<file path="config.mk">
export PLATFORM = sky130hd
export DESIGN_NAME = multicycle_ctrl_flat
export DESIGN_NICKNAME = d
export VERILOG_FILES = /design/src/rtl/ctrl_pkg.sv /design/src/rtl/multicycle_ctrl_if.sv /design/src/rtl/instr_decode.sv /design/src/rtl/multicycle_ctrl.sv /design/src/flat_wrapper.sv
export SDC_FILE = /design/constraint.sdc
export NUM_CORES = 1
export LEC_CHECK = 0
export ABC_AREA = 1
export CAP_MARGIN = 0
export CORE_MARGIN = 3
export CORE_UTILIZATION = 30
export DETAILED_ROUTE_END_ITERATION = 8
export PLACE_DENSITY = 0.52
export SLEW_MARGIN = 30
export SYNTH_ARGS = -nofsm -noshare
export SYNTH_HDL_FRONTEND = slang
export SYNTH_HIERARCHICAL = 1
export SYNTH_SLANG_ARGS = --single-unit
</file>
<file path="constraint.sdc">
create_clock -name clk -period 2.3 [get_ports clk]
set_clock_uncertainty 0.2 [all_clocks]
set_input_delay 0.46 -clock clk [delete_from_list [all_inputs] [get_ports clk]]
set_output_delay 0.46 -clock clk [all_outputs]
set_load 0.03 [all_outputs]
</file>
<file path="src/rtl/ctrl_pkg.sv">
// Shared types and encodings for the multicycle controller: FSM states,
// opcode and ALU-op constants, and the registered decoded-field bundle.
package ctrl_pkg;

   typedef enum logic [2:0] {
      FETCH,
      DECODE,
      EXEC,
      MEM,
      WB,
      HALT
   } state_e;

   localparam logic [1:0] OP_R    = 2'b00;
   localparam logic [1:0] OP_ADDI = 2'b01;
   localparam logic [1:0] OP_LW   = 2'b10;
   localparam logic [1:0] OP_SW   = 2'b11;

   // Must track the encoding the existing ALU already decodes.
   localparam logic [1:0] ADD = 2'b00;
   localparam logic [1:0] SUB = 2'b01;
   localparam logic [1:0] SLL = 2'b10;
   localparam logic [1:0] AND = 2'b11;

   typedef struct packed {
      logic [1:0] opcode;
      logic [1:0] rs1;
      logic [1:0] rs2;
      logic [1:0] rd;
      logic [7:0] imm;
      logic [1:0] alu_op;
      logic       alu_src;
   } dec_t;

endpackage

</file>
<file path="src/rtl/multicycle_ctrl_if.sv">
// Fetch, data-memory, register-file and ALU control signals of the multicycle
// controller; master is the controller side, slave the memory/datapath side.
interface multicycle_ctrl_if;
   logic       imem_req;
   logic       imem_ready;
   logic [7:0] imem_rdata;
   logic [7:0] pc;
   logic [1:0] rs1_addr;
   logic [1:0] rs2_addr;
   logic [1:0] rd_addr;
   logic [7:0] imm;
   logic [1:0] alu_op;
   logic       alu_src;
   logic       mem_req;
   logic       mem_we;
   logic       mem_ready;
   logic       reg_we;
   logic       wb_sel;
   logic       retired;
   logic       err;

   modport master (
      output imem_req, pc, rs1_addr, rs2_addr, rd_addr, imm, alu_op, alu_src,
             mem_req, mem_we, reg_we, wb_sel, retired, err,
      input  imem_ready, imem_rdata, mem_ready
   );

   modport slave (
      input  imem_req, pc, rs1_addr, rs2_addr, rd_addr, imm, alu_op, alu_src,
             mem_req, mem_we, reg_we, wb_sel, retired, err,
      output imem_ready, imem_rdata, mem_ready
   );
endinterface

</file>
<file path="src/rtl/instr_decode.sv">
// Combinational field extraction and immediate extension for the 8-bit ISA.
// Fields an opcode does not use are driven to 0.
module instr_decode
   import ctrl_pkg::*;
(
   input  logic [7:0] instr,
   output dec_t       dec
);
   always_comb begin
      dec        = '0;
      dec.opcode = instr[7:6];
      case (instr[7:6])
         OP_R: begin
            dec.rd     = instr[5:4];
            dec.rs1    = instr[5:4];
            dec.rs2    = instr[3:2];
            dec.alu_op = instr[1:0];
         end
         OP_ADDI: begin
            dec.rd      = instr[5:4];
            dec.rs1     = instr[5:4];
            dec.imm     = {{4{instr[3]}}, instr[3:0]};
            dec.alu_src = 1'b1;
            dec.alu_op  = ADD;
         end
         OP_LW: begin
            dec.rd      = instr[5:4];
            dec.rs1     = instr[3:2];
            dec.imm     = {6'b0, instr[1:0]};
            dec.alu_src = 1'b1;
            dec.alu_op  = ADD;
         end
         default: begin
            dec.rs2     = instr[5:4];
            dec.rs1     = instr[3:2];
            dec.imm     = {6'b0, instr[1:0]};
            dec.alu_src = 1'b1;
            dec.alu_op  = ADD;
         end
      endcase
   end
endmodule

</file>
<file path="src/rtl/multicycle_ctrl.sv">
// Multicycle controller: FETCH/DECODE/EXEC/MEM/WB sequencer owning pc, IR and
// decoded-field registers. Define MEM_WAIT_TIMEOUT_EN to bound wait states.
module multicycle_ctrl
   import ctrl_pkg::*;
#(
   parameter int TIMEOUT_CYCLES = 16
) (
   input  logic              clk,
   input  logic              reset,
   multicycle_ctrl_if.master bus
);
   state_e     state_q, state_d;
   logic [7:0] pc_q, pc_d;
   logic [7:0] ir_q, ir_d;
   dec_t       dec_q, dec_d, dec_w;
   logic       timeout;
   logic       is_lw, is_sw;

   instr_decode u_dec (.instr(ir_q), .dec(dec_w));

   assign is_lw = (dec_q.opcode == OP_LW);
   assign is_sw = (dec_q.opcode == OP_SW);

`ifdef MEM_WAIT_TIMEOUT_EN
   localparam int CNT_W = $clog2(TIMEOUT_CYCLES + 1);
   logic [CNT_W-1:0] wcnt_q, wcnt_d;
   logic             err_q, err_d;
   logic             waiting;

   // Consecutive cycles spent holding a request the memory has not accepted.
   assign waiting = (state_q == FETCH && !bus.imem_ready) ||
                    (state_q == MEM   && !bus.mem_ready);
   assign timeout = waiting && (wcnt_q == CNT_W'(TIMEOUT_CYCLES - 1));

   always_comb begin
      wcnt_d = waiting ? wcnt_q + CNT_W'(1) : '0;
      err_d  = err_q | timeout;
   end

   always_ff @(posedge clk or posedge reset) begin
      if (reset) begin
         wcnt_q <= '0;
         err_q  <= 1'b0;
      end else begin
         wcnt_q <= wcnt_d;
         err_q  <= err_d;
      end
   end

   assign bus.err = err_q;
`else
   assign timeout = 1'b0;
   assign bus.err = 1'b0;
`endif

   always_ff @(posedge clk or posedge reset) begin
      if (reset) state_q <= FETCH;
      else       state_q <= state_d;
   end

   always_comb begin
      state_d = state_q;
      case (state_q)
         FETCH:   if (bus.imem_ready) state_d = DECODE;
                  else if (timeout)   state_d = HALT;
         DECODE:  state_d = EXEC;
         EXEC:    state_d = (is_lw || is_sw) ? MEM : WB;
         MEM:     if (bus.mem_ready) state_d = is_lw ? WB : FETCH;
                  else if (timeout)  state_d = HALT;
         WB:      state_d = FETCH;
         HALT:    state_d = HALT;
         default: state_d = FETCH;
      endcase
   end

   always_comb begin
      pc_d  = pc_q;
      ir_d  = ir_q;
      dec_d = dec_q;
      if (state_q == FETCH && bus.imem_ready) begin
         ir_d = bus.imem_rdata;
         pc_d = pc_q + 8'd1;
      end
      if (state_q == DECODE) dec_d = dec_w;
   end

   always_ff @(posedge clk or posedge reset) begin
      if (reset) begin
         pc_q  <= '0;
         ir_q  <= '0;
         dec_q <= '0;
      end else begin
         pc_q  <= pc_d;
         ir_q  <= ir_d;
         dec_q <= dec_d;
      end
   end

   // Strobes are gated by reset so they drop the instant reset rises, not at the next edge.
   always_comb begin
      bus.imem_req = 1'b0;
      bus.mem_req  = 1'b0;
      bus.mem_we   = 1'b0;
      bus.reg_we   = 1'b0;
      bus.wb_sel   = 1'b0;
      bus.retired  = 1'b0;
      if (!reset) begin
         case (state_q)
            FETCH: bus.imem_req = 1'b1;
            MEM: begin
               bus.mem_req = 1'b1;
               bus.mem_we  = is_sw;
               bus.retired = is_sw && bus.mem_ready;
            end
            WB: begin
               bus.reg_we  = 1'b1;
               bus.wb_sel  = is_lw;
               bus.retired = 1'b1;
            end
            default: ;
         endcase
      end
   end

   assign bus.pc       = pc_q;
   assign bus.rs1_addr = dec_q.rs1;
   assign bus.rs2_addr = dec_q.rs2;
   assign bus.rd_addr  = dec_q.rd;
   assign bus.imm      = dec_q.imm;
   assign bus.alu_op   = dec_q.alu_op;
   assign bus.alu_src  = dec_q.alu_src;
endmodule

</file>
<file path="src/flat_wrapper.sv">
// flat-port wrapper written by rule: the top's interface ports become plain ports
module multicycle_ctrl_flat import ctrl_pkg::*;
#(
   parameter int TIMEOUT_CYCLES = 16
)
  (clk, reset, bus_imem_req, bus_pc, bus_rs1_addr, bus_rs2_addr, bus_rd_addr, bus_imm, bus_alu_op, bus_alu_src, bus_mem_req, bus_mem_we, bus_reg_we, bus_wb_sel, bus_retired, bus_err, bus_imem_ready, bus_imem_rdata, bus_mem_ready);
  multicycle_ctrl_if bus_i ();
  input  logic clk;
  input  logic reset;
  output wire logic [$bits(bus_i.imem_req)-1:0] bus_imem_req;
  output wire logic [$bits(bus_i.pc)-1:0] bus_pc;
  output wire logic [$bits(bus_i.rs1_addr)-1:0] bus_rs1_addr;
  output wire logic [$bits(bus_i.rs2_addr)-1:0] bus_rs2_addr;
  output wire logic [$bits(bus_i.rd_addr)-1:0] bus_rd_addr;
  output wire logic [$bits(bus_i.imm)-1:0] bus_imm;
  output wire logic [$bits(bus_i.alu_op)-1:0] bus_alu_op;
  output wire logic [$bits(bus_i.alu_src)-1:0] bus_alu_src;
  output wire logic [$bits(bus_i.mem_req)-1:0] bus_mem_req;
  output wire logic [$bits(bus_i.mem_we)-1:0] bus_mem_we;
  output wire logic [$bits(bus_i.reg_we)-1:0] bus_reg_we;
  output wire logic [$bits(bus_i.wb_sel)-1:0] bus_wb_sel;
  output wire logic [$bits(bus_i.retired)-1:0] bus_retired;
  output wire logic [$bits(bus_i.err)-1:0] bus_err;
  input wire logic [$bits(bus_i.imem_ready)-1:0] bus_imem_ready;
  input wire logic [$bits(bus_i.imem_rdata)-1:0] bus_imem_rdata;
  input wire logic [$bits(bus_i.mem_ready)-1:0] bus_mem_ready;
  assign bus_imem_req = bus_i.imem_req;
  assign bus_pc = bus_i.pc;
  assign bus_rs1_addr = bus_i.rs1_addr;
  assign bus_rs2_addr = bus_i.rs2_addr;
  assign bus_rd_addr = bus_i.rd_addr;
  assign bus_imm = bus_i.imm;
  assign bus_alu_op = bus_i.alu_op;
  assign bus_alu_src = bus_i.alu_src;
  assign bus_mem_req = bus_i.mem_req;
  assign bus_mem_we = bus_i.mem_we;
  assign bus_reg_we = bus_i.reg_we;
  assign bus_wb_sel = bus_i.wb_sel;
  assign bus_retired = bus_i.retired;
  assign bus_err = bus_i.err;
  assign bus_i.imem_ready = bus_imem_ready;
  assign bus_i.imem_rdata = bus_imem_rdata;
  assign bus_i.mem_ready = bus_mem_ready;
  multicycle_ctrl #(.TIMEOUT_CYCLES(TIMEOUT_CYCLES)) u_core (.clk(clk), .reset(reset), .bus(bus_i));
endmodule
</file>
==> impl_metrics.yaml <==
status:
  status: "complete, no violations"
logic_synthesis:
  synth-seq-cells: 38
  syn_nets: 273
  synthDistinctLibCells: 21
  syn_inst: 260
  netlist_area_sq_um: 2080
  ys_seq_area_share_pct: 45.7
  yosysWarnings: 6
  avgSynthCellArea_sq_um: 8.00
finish:
  fin_nets: 294
  n_antenna_cell: 0
  n_fill_cell: 687
  drive_gt1_share_pct: 13.1
  final_core_util_pct: 37.6
  area_growth_pct: 18.2
critical_path:
  crit_arrival_ns: 1.52
  critPathLaunchType: "input pin"
  worstPathBufferInverterCount: 3
  cp_slowest_stage_delay_ns: 0.59
  worst-endpoint-required_ns: 1.64
  critPathCaptureType: "output port"
  slowest_stage: "clkdlybuf4s50_1"
  criticalPathCategory: "input pin to output port"
  crit_fanout: 4
  worst_path_dominant_cell_family: "buffers and inverters"
  worstPathCellList: "clkdlybuf4s50_1 -> clkinvlp_4 -> nand3_1 -> nand2_1 -> buf_4"
pwr:
  p_per_area_nw_per_um2: 1380
  pwr-share-comb_pct: 50.4
  p_sw_uw: 1570
  p_leak_uw: 0.00120
  p_int_uw: 1820
  seqPwrFrac_pct: 35.6
  peakVddDrop_uv: 506
  p_sw_share_pct: 46.2
  totalPowerFinal_uw: 3390
  clkPwrFrac_pct: 14.0
detailed_routing:
  top_layer: "met4"
  drt_iter0_drc: 98
  wl_met1_mm: 2.03
  wl_per_cell_microns: 10.9
  wl_met2_mm: 1.60
  ant_nets: 0
  first_pass_iters: 4
  drc: 0
  wl_met3_microns: 213
  routed_wl_mm: 3.90
  vias: 1500
  viasPerCell: 4.18
floorplan:
  dieArea_sq_um: 7970
  row_count: 29
  core-area_sq_um: 6530
  ios: 44
  dieHeight_microns: 89.3
  dieWidth_microns: 89.3
  start_util_pct: 31.9
clock_network:
  clock_tree.buffer_depth: 2
  postCtsSetupRepairBufs: 0
  htree_levels: 2
  clk_pin_slew_worst_paths_ns: 0.07
  cts_buffers: 5
  ctsResizeCount: 0
  cts.sinks: 38
  root_buffer: "clkbuf_8"
  tritoncts: "done"
  insertion_delay_ns: 0.28
  cts-hold-fix-buffers: 0
placement:
  hpwl_mm: 2.77
  port_buffers: 42
  gp_congestion: 0.717
sta:
  setup_viol: 0
  whs_ns: 0.284
  drv_slew: 0
  rsz0062_at_grt: "no"
  finalHoldViolCount: 0
  fin_crit_sh_pct: 95.0
  setup_tns_ns: 0
  fin_crit_ns: 2.18
  fmax_ghz: 0.458
global_routing:
  grt_pass1_vias: 1472
  antenna_found_initial: 0
  grt-ovfl-total: 0
  grt_max_degree: 40
  track_usage_pct: 10.9
  grt_pass1_wl_mm: 6.78
run:
  max_cap_violations: 0
min_path:
  hold_class: "register to register"
path summary, 6_finish.rpt:
path	slack, ns	endpoint	start	cells after the start
min in group asynchronous	0.56	u_core/state_q[2]$_DFFE_PP0P_	reset	3
max reg2reg	0.75	u_core/ir_q[1]$_DFFE_PP0P_	u_core/state_q[1]$_DFFE_PP0P_	5
min reg2reg	0.28	u_core/bus.imm[7]$_DFFE_PP0N_	u_core/bus.imm[7]$_DFFE_PP0N_	2
min	0.28	u_core/bus.imm[7]$_DFFE_PP0N_	u_core/bus.imm[7]$_DFFE_PP0N_	2
max in group asynchronous	0.98	u_core/bus.pc[7]$_DFFE_PP0P_	reset	3
max	0.12	bus_retired	reset	5
registers in the layout, indices dropped and copies added, names as in the netlist:
name / count
u_core/bus.alu_op: 2
u_core/bus.alu_src: 1
u_core/bus.imm: 8
u_core/bus.pc: 8
u_core/bus.rd_addr: 2
u_core/bus.rs1_addr: 2
u_core/bus.rs2_addr: 2
u_core/dec_q: 2
u_core/ir_q: 8
u_core/state_q: 3
area by class of cell:
| type | count | area [sq um] | share of cell area [%] |
|---|---|---|---|
| clock inverter | 2 | 12.5 | 0.509 |
| sequential | 38 | 951 | 38.7 |
| tap | 77 | 96.3 | 3.92 |
| multi-input combinational | 150 | 734 | 29.9 |
| inverter | 42 | 161 | 6.56 |
| clock buffer | 6 | 82.6 | 3.36 |
| timing repair buffer | 44 | 420 | 17.1 |
power by group through the flow:
stage          Sequential, uW  Clock (uW)  Combinational [uW]
2_1_floorplan            1250           0                1410
3_3_place_gp             1230           0                1720
3_5_place_dp             1230           0                1730
4_1_cts                  1210         500                1740
5_1_grt                  1250         529                1920
6_report                 1210         476                1710
cell usage after synthesis (all sizes together):
| master | count | area [sq um] |
|---|---|---|
| nand3b | 2 | 15.0 |
| dfrtp | 38 | 951 |
| o21ai | 19 | 133 |
| buf | 30 | 238 |
| ha | 1 | 12.5 |
| nand2 | 82 | 308 |
| nor3 | 1 | 10.0 |
| xor2 | 4 | 35.0 |
| conb | 1 | 3.75 |
| nor2 | 21 | 101 |
| nand4 | 3 | 18.8 |
| a21oi | 5 | 25.0 |
| inv | 42 | 158 |
| nand3 | 11 | 72.6 |
cells by family (layout without fill, tap and decap cells):
logic type	count (synthesis)	after routing	share of synthesized area, %
AND/OR/NAND/NOR	120	120	25.3
AO/OA/AOI/OAI	24	24	7.58
XOR/XNOR	4	4	1.68
adder cells (fa/ha/maj)	1	1	0.601
other	1	1	0.180
flip-flops	38	38	45.7
buffers and inverters	72	94	19.0
layout by cell type (no fill, tap or decap):
cell | Yosys | routed
clkbuf_8 | 0 | 6
nand3_2 | 1 | 1
o21ai_0 | 9 | 9
clkinvlp_4 | 0 | 2
nand3_1 | 9 | 9
inv_1 | 38 | 37
nor3_2 | 1 | 1
buf_4 | 25 | 8
clkinv_2 | 0 | 1
o21ai_2 | 10 | 10
inv_2 | 4 | 4
nand2_1 | 82 | 82
nor2_4 | 3 | 3
nand4_1 | 3 | 3
xor2_1 | 4 | 4
nand3b_1 | 2 | 2
clkdlybuf4s50_1 | 0 | 36
ha_1 | 1 | 1
nor2_1 | 18 | 18
conb_1 | 1 | 1
dfrtp_1 | 38 | 38
a21oi_1 | 5 | 5
nand3_4 | 1 | 1
worst register-to-register path, delay by kind of cell, from the launching register on:
family	cells	cell delay, ns
buf+inv	1	0.26
flops	1	0.46
simple gates	4	0.57
metal layers:
| metal | global-route usage [%] | vias to the layer above |
|---|---|---|
| met1 | 14.9 | 661 |
| met3 | 2.76 | 5 |
| met4 | 4.06 | 0 |
| li1 | - | 798 |
| met5 | 0 | - |
| met2 | 16.5 | 36 |
per-stage QoR:
step                worst slack [ns]  std cells  instance area, sq um
finish                         0.116        359                  2460
global route                  0.0417        359                  2460
CTS                            0.108        359                  2460
detailed placement             0.121        351                  2360
global placement               0.136        351                  2360
floorplan                      0.110        260                  2080
(Power assumes the default switching activity.)
